**config.mk**
```make
export PLATFORM = sky130hd
export DESIGN_NAME = pipeline_hazard_ctrl
export DESIGN_NICKNAME = d
export VERILOG_FILES = /design/src/rtl/pipeline_pkg.sv /design/src/rtl/pipeline_hazard_ctrl_forward_unit.sv /design/src/rtl/pipeline_hazard_ctrl.sv
export SDC_FILE = /design/constraint.sdc
export NUM_CORES = 1
export LEC_CHECK = 0
export BUFFER_PORTS_ARGS = -buffer_cell sky130_fd_sc_hd__buf_2
export CAP_MARGIN = 20
export CORE_MARGIN = 3
export CORE_UTILIZATION = 39
export DETAILED_ROUTE_END_ITERATION = 10
export MAX_ROUTING_LAYER = met4
export PLACE_DENSITY = 0.82
export SYNTH_ARGS = -nofsm -noshare
export SYNTH_HDL_FRONTEND = slang
export SYNTH_SLANG_ARGS = --single-unit
```
**constraint.sdc**
```tcl
create_clock -name clk -period 1.23 [get_ports clk]
set_input_delay 0.123 -clock clk [delete_from_list [all_inputs] [get_ports clk]]
set_output_delay 0.123 -clock clk [all_outputs]
set_load 0.005 [all_outputs]
```
**src/rtl/pipeline_pkg.sv**
```systemverilog
// Shared constants and types for the 8-bit pipeline hazard controller.
// Forwarding selects, opcodes and controller FSM state.
package pipeline_pkg;

    localparam logic [1:0] FWD_REG = 2'b00;
    localparam logic [1:0] FWD_WB  = 2'b01;
    localparam logic [1:0] FWD_MEM = 2'b10;

    localparam logic [3:0] OPC_ADD  = 4'b0000;
    localparam logic [3:0] OPC_LOAD = 4'b1000;
    localparam logic [3:0] OPC_MUL  = 4'b1011;

    typedef enum logic [0:0] {
        RUN   = 1'b0,
        MULTI = 1'b1
    } ctrl_state_t;

    // MULTI dwell length: the start cycle is spent in RUN, so MULTI
    // covers the remaining MUL_LAT-2 stall cycles (at least one).
    function automatic logic [3:0] mul_cnt_init(input int lat);
        if (lat > 2) begin
            return 4'(lat - 2);
        end
        return 4'd1;
    endfunction

endpackage

```
**src/rtl/pipeline_hazard_ctrl_forward_unit.sv**
```systemverilog
// Combinational EX operand forwarding select generation.
// MEM result beats WB result; R0 is never forwarded.
module forward_unit
    import pipeline_pkg::*;
#(
    parameter int REG_AW = 3
) (
    input  logic [REG_AW-1:0] ex_rs1,
    input  logic [REG_AW-1:0] ex_rs2,
    input  logic [REG_AW-1:0] mem_rd,
    input  logic [REG_AW-1:0] wb_rd,
    input  logic              mem_regwrite,
    input  logic              wb_regwrite,
    output logic [1:0]        forward_a,
    output logic [1:0]        forward_b
);

    logic mem_ok;
    logic wb_ok;

    assign mem_ok = mem_regwrite && (mem_rd != '0);
    assign wb_ok  = wb_regwrite && (wb_rd != '0);

    // Per-operand select with MEM over WB priority
    always_comb begin
        forward_a = FWD_REG;
        forward_b = FWD_REG;
        if (mem_ok && (mem_rd == ex_rs1)) begin
            forward_a = FWD_MEM;
        end else if (wb_ok && (wb_rd == ex_rs1)) begin
            forward_a = FWD_WB;
        end
        if (mem_ok && (mem_rd == ex_rs2)) begin
            forward_b = FWD_MEM;
        end else if (wb_ok && (wb_rd == ex_rs2)) begin
            forward_b = FWD_WB;
        end
    end

endmodule

```
**src/rtl/pipeline_hazard_ctrl.sv**
```systemverilog
// Hazard/sequencing controller: forwarding, load-use stall, branch flush, MUL FSM.
// Optional perf counters enabled by defining HAZARD_CTRL_PERF_EN.
module pipeline_hazard_ctrl
    import pipeline_pkg::*;
#(
    parameter int               REG_AW     = 3,
    parameter int               OPC_W      = 4,
    parameter logic [OPC_W-1:0] MUL_OPCODE = OPC_MUL,
    parameter int               MUL_LAT    = 4
) (
    input  logic              clk,
    input  logic              rst_n,
    input  logic [REG_AW-1:0] id_rs1,
    input  logic [REG_AW-1:0] id_rs2,
    input  logic              id_use_rs1,
    input  logic              id_use_rs2,
    input  logic              ex_valid,
    input  logic [OPC_W-1:0]  ex_opcode,
    input  logic [REG_AW-1:0] ex_rs1,
    input  logic [REG_AW-1:0] ex_rs2,
    input  logic [REG_AW-1:0] ex_rd,
    input  logic              ex_memread,
    input  logic              ex_branch_taken,
    input  logic [REG_AW-1:0] mem_rd,
    input  logic [REG_AW-1:0] wb_rd,
    input  logic              mem_regwrite,
    input  logic              wb_regwrite,
    output logic [1:0]        forward_a,
    output logic [1:0]        forward_b,
    output logic              pc_en,
    output logic              if_id_en,
    output logic              id_ex_en,
    output logic              pc_sel_branch,
    output logic              if_id_flush,
    output logic              id_ex_bubble,
    output logic              ex_mem_bubble,
    output logic              alu_start,
    output logic              busy
`ifdef HAZARD_CTRL_PERF_EN
    ,
    output logic [15:0]       perf_stall_cnt,
    output logic [15:0]       perf_flush_cnt,
    output logic [15:0]       perf_mul_cnt
`endif
);

    localparam logic [3:0] CNT_INIT = mul_cnt_init(MUL_LAT);

    ctrl_state_t state_q, state_d;
    logic [3:0]  cnt_q, cnt_d;
    logic        done_q, done_d;
    logic [3:0]  fwd_hold_q, fwd_hold_d;

    logic [1:0]  fwd_a;
    logic [1:0]  fwd_b;
    logic        load_use;
    logic        mul_hit;

    forward_unit #(
        .REG_AW (REG_AW)
    ) u_fwd (
        .ex_rs1       (ex_rs1),
        .ex_rs2       (ex_rs2),
        .mem_rd       (mem_rd),
        .wb_rd        (wb_rd),
        .mem_regwrite (mem_regwrite),
        .wb_regwrite  (wb_regwrite),
        .forward_a    (fwd_a),
        .forward_b    (fwd_b)
    );

    assign load_use = ex_valid && ex_memread && (ex_rd != '0)
                   && ((id_use_rs1 && (id_rs1 == ex_rd))
                    || (id_use_rs2 && (id_rs2 == ex_rd)));

    // done_q masks the MUL still sitting in EX the cycle after it finished
    assign mul_hit = ex_valid && (ex_opcode == MUL_OPCODE)
                  && !ex_branch_taken && !done_q;

    // Next-state and pipeline control; everything reads 0 during reset
    always_comb begin
        state_d       = state_q;
        cnt_d         = cnt_q;
        done_d        = 1'b0;
        fwd_hold_d    = fwd_hold_q;
        forward_a     = FWD_REG;
        forward_b     = FWD_REG;
        pc_en         = 1'b0;
        if_id_en      = 1'b0;
        id_ex_en      = 1'b0;
        pc_sel_branch = 1'b0;
        if_id_flush   = 1'b0;
        id_ex_bubble  = 1'b0;
        ex_mem_bubble = 1'b0;
        alu_start     = 1'b0;
        busy          = 1'b0;
        if (!rst_n) begin
            state_d    = RUN;
            cnt_d      = 4'd0;
            fwd_hold_d = 4'd0;
        end else begin
            case (state_q)
                MULTI: begin
                    busy      = 1'b1;
                    forward_a = fwd_hold_q[3:2];
                    forward_b = fwd_hold_q[1:0];
                    if (cnt_q <= 4'd1) begin
                        state_d = RUN;
                        cnt_d   = 4'd0;
                        done_d  = 1'b1;
                    end else begin
                        ex_mem_bubble = 1'b1;
                        cnt_d         = cnt_q - 4'd1;
                    end
                end
                default: begin
                    forward_a = fwd_a;
                    forward_b = fwd_b;
                    pc_en     = 1'b1;
                    if_id_en  = 1'b1;
                    id_ex_en  = 1'b1;
                    if (ex_branch_taken) begin
                        pc_sel_branch = 1'b1;
                        if_id_flush   = 1'b1;
                        id_ex_bubble  = 1'b1;
                    end else if (mul_hit) begin
                        alu_start     = 1'b1;
                        pc_en         = 1'b0;
                        if_id_en      = 1'b0;
                        id_ex_en      = 1'b0;
                        ex_mem_bubble = 1'b1;
                        state_d       = MULTI;
                        cnt_d         = CNT_INIT;
                        fwd_hold_d    = {fwd_a, fwd_b};
                    end else if (load_use) begin
                        pc_en        = 1'b0;
                        if_id_en     = 1'b0;
                        id_ex_bubble = 1'b1;
                    end
                end
            endcase
        end
    end

    // Controller state registers with synchronous reset
    always_ff @(posedge clk) begin
        if (!rst_n) begin
            state_q    <= RUN;
            cnt_q      <= 4'd0;
            done_q     <= 1'b0;
            fwd_hold_q <= 4'd0;
        end else begin
            state_q    <= state_d;
            cnt_q      <= cnt_d;
            done_q     <= done_d;
            fwd_hold_q <= fwd_hold_d;
        end
    end

`ifdef HAZARD_CTRL_PERF_EN
    logic [15:0] perf_stall_q, perf_stall_d;
    logic [15:0] perf_flush_q, perf_flush_d;
    logic [15:0] perf_mul_q, perf_mul_d;

    // Saturating event counters
    always_comb begin
        perf_stall_d = perf_stall_q;
        perf_flush_d = perf_flush_q;
        perf_mul_d   = perf_mul_q;
        if (rst_n && !pc_en && (perf_stall_q != 16'hFFFF)) begin
            perf_stall_d = perf_stall_q + 16'd1;
        end
        if (pc_sel_branch && (perf_flush_q != 16'hFFFF)) begin
            perf_flush_d = perf_flush_q + 16'd1;
        end
        if (alu_start && (perf_mul_q != 16'hFFFF)) begin
            perf_mul_d = perf_mul_q + 16'd1;
        end
    end

    // Counter registers, cleared by reset
    always_ff @(posedge clk) begin
        if (!rst_n) begin
            perf_stall_q <= 16'd0;
            perf_flush_q <= 16'd0;
            perf_mul_q   <= 16'd0;
        end else begin
            perf_stall_q <= perf_stall_d;
            perf_flush_q <= perf_flush_d;
            perf_mul_q   <= perf_mul_d;
        end
    end

    assign perf_stall_cnt = perf_stall_q;
    assign perf_flush_cnt = perf_flush_q;
    assign perf_mul_cnt   = perf_mul_q;
`endif

endmodule

```
# [Word-level counts from Yosys, hierarchy flattened]
# Cells that the tools add are included.
[word_totals] ff_bits=10 output_inout_bits=13 in_bits=34
[op_classes] n_lt_le_gt_ge=1 mux=39 n_addsub=1 reduce_logical=24 n_eq_ne=8 bitwise=2
[ops] operator="2-to-1 mux 1 bit" n=29
[ops] operator="== test 3 bit" n=6
[ops] operator="2-to-1 mux 4 bit" n=4
[ops] operator="logical AND 1 bit" n=14
[ops] operator="2-to-1 mux 2 bit" n=6
[ops] operator="nonzero test 3 bit" n=3
[ops] operator="== test 4 bit (second input constant)" n=1
[ops] operator="less-or-equal comparator 4 x 1 -> 1 bit (second input constant)" n=1
[ops] operator="AND reduction 2 bit" n=2
[ops] operator="subtractor 4 x 1 -> 4 bit (second input constant)" n=1
[ops] operator="AND reduction 3 bit" n=1
[ops] operator="logical NOT 1 bit" n=2
[ops] operator="!= test 2 x 1 -> 1 bit (second input constant)" n=1
[ops] operator="inverter 1 bit" n=2
[ops] operator="nonzero test 2 bit" n=1
[ops] operator="logical OR 1 bit" n=1

# [Logic depth before layout (Yosys ltp)]
[logic_depth] depth_word=9 ltp_mapped=6 mapped_depth_nobuf=5

# [By module]
# From an unflattened synthesis, not the netlist that was laid out.
[hier_totals] hier_cells=93 hier_area_um2=874.6
[modules_own_cells] module="pipeline_hazard_ctrl" cells_per_inst=73 instances=1 area_each_um2=704.4
[modules_own_cells] module="forward_unit" cells_per_inst=20 instances=1 area_each_um2=170.2

# [Worst setup path before layout]
# No wires, ideal clock.
[synth_path] kind="reg2reg" startpoint="register done_q" endpoint="register fwd_hold_q[1]" t_arrival_ps=1261 setup_slack_ps=-95 setup_ps=64 stages_incl_launch_ff=5 path_cell_list="dfxtp_1 > nand4bb_4 > nor4_4 > mux2_2 > nor2_1"
[synth_between] elab_chain_len=3
[synth_rtl] item="start, declared" line_no="pipeline_hazard_ctrl.sv:51" text="logic done_q, done_d;"
[synth_rtl] item="start signal, assigned" line_no="pipeline_hazard_ctrl.sv:155" text="done_q <= done_d;"
[synth_rtl] item="logical NOT 1 bit" line_no="pipeline_hazard_ctrl.sv:78" text="&& !ex_branch_taken && !done_q;"
[synth_rtl] item="logical AND 1 bit" line_no="pipeline_hazard_ctrl.sv:78"
[synth_rtl] item="AND reduction 3 bit (no source line)"
[synth_rtl] item="end signal, assigned" line_no="pipeline_hazard_ctrl.sv:156" text="fwd_hold_q <= fwd_hold_d;"
[synth_rtl] item="end, declared" line_no="pipeline_hazard_ctrl.sv:52" text="logic [3:0] fwd_hold_q, fwd_hold_d;"
# Every way passes these cells.
# A chain may end at the register's enable or synchronous reset.

# [Worst setup path in the final report]
[layout_path] startpoint="register cnt_q[0]" endpoint="output ex_mem_bubble"
[layout_between] elab_chain_len=4
[layout_rtl] item="start, declared" line_no="pipeline_hazard_ctrl.sv:50" text="logic [3:0] cnt_q, cnt_d;"
[layout_rtl] item="start signal, assigned" line_no="pipeline_hazard_ctrl.sv:154" text="cnt_q <= cnt_d;"
[layout_rtl] item="less-or-equal comparator 4 x 1 -> 1 bit" line_no="pipeline_hazard_ctrl.sv:107" text="if (cnt_q <= 4'd1) begin"
[layout_rtl] item="2-to-1 mux 1 bit" line_no="pipeline_hazard_ctrl.sv:107"
[layout_rtl] item="2-to-1 mux 1 bit" line_no="pipeline_hazard_ctrl.sv:102" text="case (state_q)"
[layout_rtl] item="2-to-1 mux 1 bit" line_no="pipeline_hazard_ctrl.sv:97" text="if (!rst_n) begin"
[layout_rtl] item="end, declared" line_no="pipeline_hazard_ctrl.sv:36" text="output logic ex_mem_bubble,"
# Every way passes these cells.

==> impl_metrics.yaml <==
detailed_routing:
  postRouteWirelength_mm: 2.92
  detail_route.iter0.violations: 12
  route.detailed.wl_per_inst_um: 14.9
  antenna_violating_nets_post_route: 0
  number_of_vias_per_cell: 5.37
  drt_pass1_iterations: 4
  vias: 1052
  remaining_drc_errors: 0
setup_path:
  startpoint_class_of_the_critical_path: "register"
  timing.critical_path.arrival_ns: 1.50
  worst_setup_path_end_kind: "output pin"
  worstPathRequired_ns: 1.11
  setup_crit_path_kind: "reg -> out"
  timing.critical_path.fanout_max: 4
timing:
  slew_viol_final: 0
  finClkSkew_ns: 0.000230
  final_min_period_over_clock_period: 1.32
  hold_slack_ns: 0.262
  finalHoldViolations: 0
  slew-limit-headroom: 0.743
  unrepaired_setup_endpoints_after_global_routing: "yes"
  max_freq_mhz: 616
  worst_pin_slew_ns: 0.382
  postLayoutSetupSlackWorst_ns: -0.393
  setup_viol_count_final: 20
  period_minus_slack_ns: 1.62
clock_tree:
  cts_max_path_buffers: 2
  clock_sink_count: 10
  cts.clk_slew.worst_paths_ns: 0.07
  library_cell_used_as_clock_root_buffer: "sky130_fd_sc_hd__clkbuf_4"
  ctsHtreeMaxLevel: 1
  cts_buffers: 3
  postCtsHoldBufs: 0
  cts_tree: "built"
  skew_pair_late_insertion_delay_ns: 0.27
synth:
  postSynthRegisterBits: 10
  synth_fp_nets: 138
  synth_area_per_cell_sq_um: 8.22
  syn_area_sq_um: 838
  yosysUniqueCellTypes: 31
  yosysSeqAreaShare: 0.239
  postSynthCellCount: 102
  warning_count_from_the_yosys_run: 0
power:
  netSwitchingPower_mw: 0.253
  power_frac_seq: 0.384
  power.ir.vdd_worst_v: 0.000541
  comb_power_share: 0.342
  power.internal_mw: 0.592
  static_leakage_power_nw: 0.676
  p_sw_frac: 0.300
  power_density_mw_per_mm2: 572
  power.share.clock: 0.274
global_routing:
  grt_pass1_wl_mm: 3.91
  via_count_of_the_first_global_routing_pass: 976
  grt_start_max_net_pins: 10
  grt.overflow.total: 0
  grt_antenna_before_repair: 0
  globalRouteTotalUtil: 0.196
layout:
  drive_above_1_share: 0.639
  finish.instance_area_sq_mm: 0.00148
  diodes: 0
  layout_overhead_on_the_synthesized_area_pct: 76.1
  final_net_count: 207
flow_run:
  maxCapViolCount: 0
outcome:
  failed_checks: "negative setup slack"
  run_status: "finished with violations"
placed_design:
  gpl.final_weighted_congestion: 0.812
  detailedPlacementHpwl_mm: 1.92
  place_area_sq_mm: 0.00118
  io_buffer_count: 46
floorplanning:
  floorplan.core_area_sq_mm: 0.00200
  start_util: 0.419
  rows: 16
  fp.dieArea_sq_mm: 0.00274
  chipHeight_um: 52.4
  die_w_um: 52.4
  top_level_ports: 47
min_path:
  worstHoldPathType: "in -> reg"
## metrics by stage
step	setup slack (ns)	setup TNS [ns]	power (mW)	utilization	instances
5_1_grt	-0.456	-4.59	0.894	0.738	196
3_5_place_dp	-0.221	-1.50	0.561	0.589	185
6_report	-0.393	-3.47	0.845	0.738	196
2_1_floorplan	-0.0951	-0.350	0.445	-	102
3_3_place_gp	-0.197	-0.962	0.551	0.589	185
4_1_cts	-0.372	-3.33	0.825	0.677	193
## layer usage
metal	share of wire	global-route usage	vias up
li1	-	-	493
met1	0.38	0.203	485
met2	0.49	0.364	60
met3	0.077	0.0199	14
met4	0.054	0.0979	0
met5	0	-	-
## registers in the layout, summed over array words and instances (netlist names)
signal,count
state_q,1
fwd_hold_q,4
cnt_q,4
done_q,1
## layout make-up
type                            count  area, sq um
Sequential cell                    10          209
Tap cell                           27         33.8
Multi-Input combinational cell     79          719
Clock buffer                        3         22.5
Inverter                            9         41.3
Fill cell                         129          526
Timing Repair Buffer               68          450
## layout by cell type (no fill, tap or decap), types with 2 or more instances in the layout
master                     netlist  routed
sky130_fd_sc_hd__o31ai_1         3       2
sky130_fd_sc_hd__clkbuf_4        0       3
sky130_fd_sc_hd__dfxtp_1        10       7
sky130_fd_sc_hd__nor2_2          0       3
sky130_fd_sc_hd__nand4_1         4       4
sky130_fd_sc_hd__o21ai_2         0       3
sky130_fd_sc_hd__nand2_1         9       5
sky130_fd_sc_hd__buf_2           1      42
sky130_fd_sc_hd__xor2_1          6       5
sky130_fd_sc_hd__buf_6           0      12
sky130_fd_sc_hd__a21oi_1         2       2
sky130_fd_sc_hd__nand2_4         0       2
sky130_fd_sc_hd__o21ai_1         0       2
sky130_fd_sc_hd__buf_4           3      14
sky130_fd_sc_hd__xnor2_1        12      12
sky130_fd_sc_hd__ha_4            0       2
sky130_fd_sc_hd__inv_1           9       4
sky130_fd_sc_hd__inv_2           0       3
sky130_fd_sc_hd__mux2_4          0       4
sky130_fd_sc_hd__nand2_2         0       2
sky130_fd_sc_hd__dfxtp_4         0       2
sky130_fd_sc_hd__nor2_1          8       5
sky130_fd_sc_hd__nand3_1         3       3
## synthesized netlist by cell type
cell                        instances  area [sq um]
sky130_fd_sc_hd__xnor2_1           12           105
sky130_fd_sc_hd__dfxtp_1           10           200
sky130_fd_sc_hd__inv_1              9          33.8
sky130_fd_sc_hd__nand2_1            9          33.8
sky130_fd_sc_hd__nor2_1             8          30.0
sky130_fd_sc_hd__o21ai_0            7          35.0
sky130_fd_sc_hd__xor2_1             6          52.6
sky130_fd_sc_hd__mux2_2             4          45.0
sky130_fd_sc_hd__nand4_1            4          25.0
sky130_fd_sc_hd__buf_4              3          22.5
sky130_fd_sc_hd__nand3_1            3          15.0
sky130_fd_sc_hd__o31ai_1            3          22.5
sky130_fd_sc_hd__a21oi_1            2          10.0
sky130_fd_sc_hd__ha_1               2          25.0
sky130_fd_sc_hd__nor4_1             2          12.5
sky130_fd_sc_hd__o22ai_1            2          12.5
sky130_fd_sc_hd__o31a_2             2          20.0
sky130_fd_sc_hd__a211oi_1           1          7.51
sky130_fd_sc_hd__a21o_1             1          7.51
sky130_fd_sc_hd__and2_1             1          6.26
sky130_fd_sc_hd__buf_2              1          5.00
sky130_fd_sc_hd__nand4b_1           1          8.76
sky130_fd_sc_hd__nand4bb_4          1          27.5
sky130_fd_sc_hd__nor2b_1            1          6.26
sky130_fd_sc_hd__nor3_1             1          5.00
sky130_fd_sc_hd__nor4_4             1          21.3
sky130_fd_sc_hd__o211a_1            1          10.0
sky130_fd_sc_hd__o21a_1             1          7.51
sky130_fd_sc_hd__o21bai_1           1          7.51
sky130_fd_sc_hd__o311ai_0           1          8.76
sky130_fd_sc_hd__o31a_1             1          8.76
## repair_timing
item,CTS,global route
buffers inserted,5,3
setup endpoints to repair,23,21
pin swaps,12,11
resized for setup,41,23
## power by group through the flow
stage	Sequential, mW	Clock, mW	Combinational [mW]
floorplan	0.333	0	0.112
global placement	0.334	0	0.216
detailed placement	0.334	0	0.227
CTS	0.326	0.234	0.265
global route	0.324	0.258	0.312
finish	0.324	0.231	0.289
## worst max-delay path: stages (launching register included)
cell and delay (ns):
sky130_fd_sc_hd__dfxtp_4 0.39, sky130_fd_sc_hd__inv_2 0.05, sky130_fd_sc_hd__ha_4 0.15, sky130_fd_sc_hd__o21a_1 0.22
sky130_fd_sc_hd__a211oi_2 0.27, sky130_fd_sc_hd__buf_2 0.15
## kinds of logic (layout without fill, tap and decap cells)
family                     after synthesis  after routing  synth area share
adders and majority gates                2              2            0.0298
and+or+nand+nor                         32             32             0.228
muxes                                    4              4            0.0537
buffers and inverters                   13             80            0.0731
xor gates and xnor gates                18             18             0.188
DFF                                     10             10             0.239
AOI/OAI and AO/OA                       23             23             0.188
## path summary, 6_finish.rpt
kind	start	end	slack, ns	depth (start not counted)
setup / recovery	cnt_q[0]$_SDFFE_PN0P_	ex_mem_bubble	-0.39	5
hold / removal	ex_opcode[2]	state_q$_DFF_P_	0.26	3
setup reg to reg	done_q$_SDFF_PN0_	fwd_hold_q[3]$_SDFFE_PN0P_	-0.24	6
hold reg to reg	fwd_hold_q[2]$_SDFFE_PN0P_	fwd_hold_q[2]$_SDFFE_PN0P_	0.49	2
No activity file was read; power rests on OpenSTA's default activity.
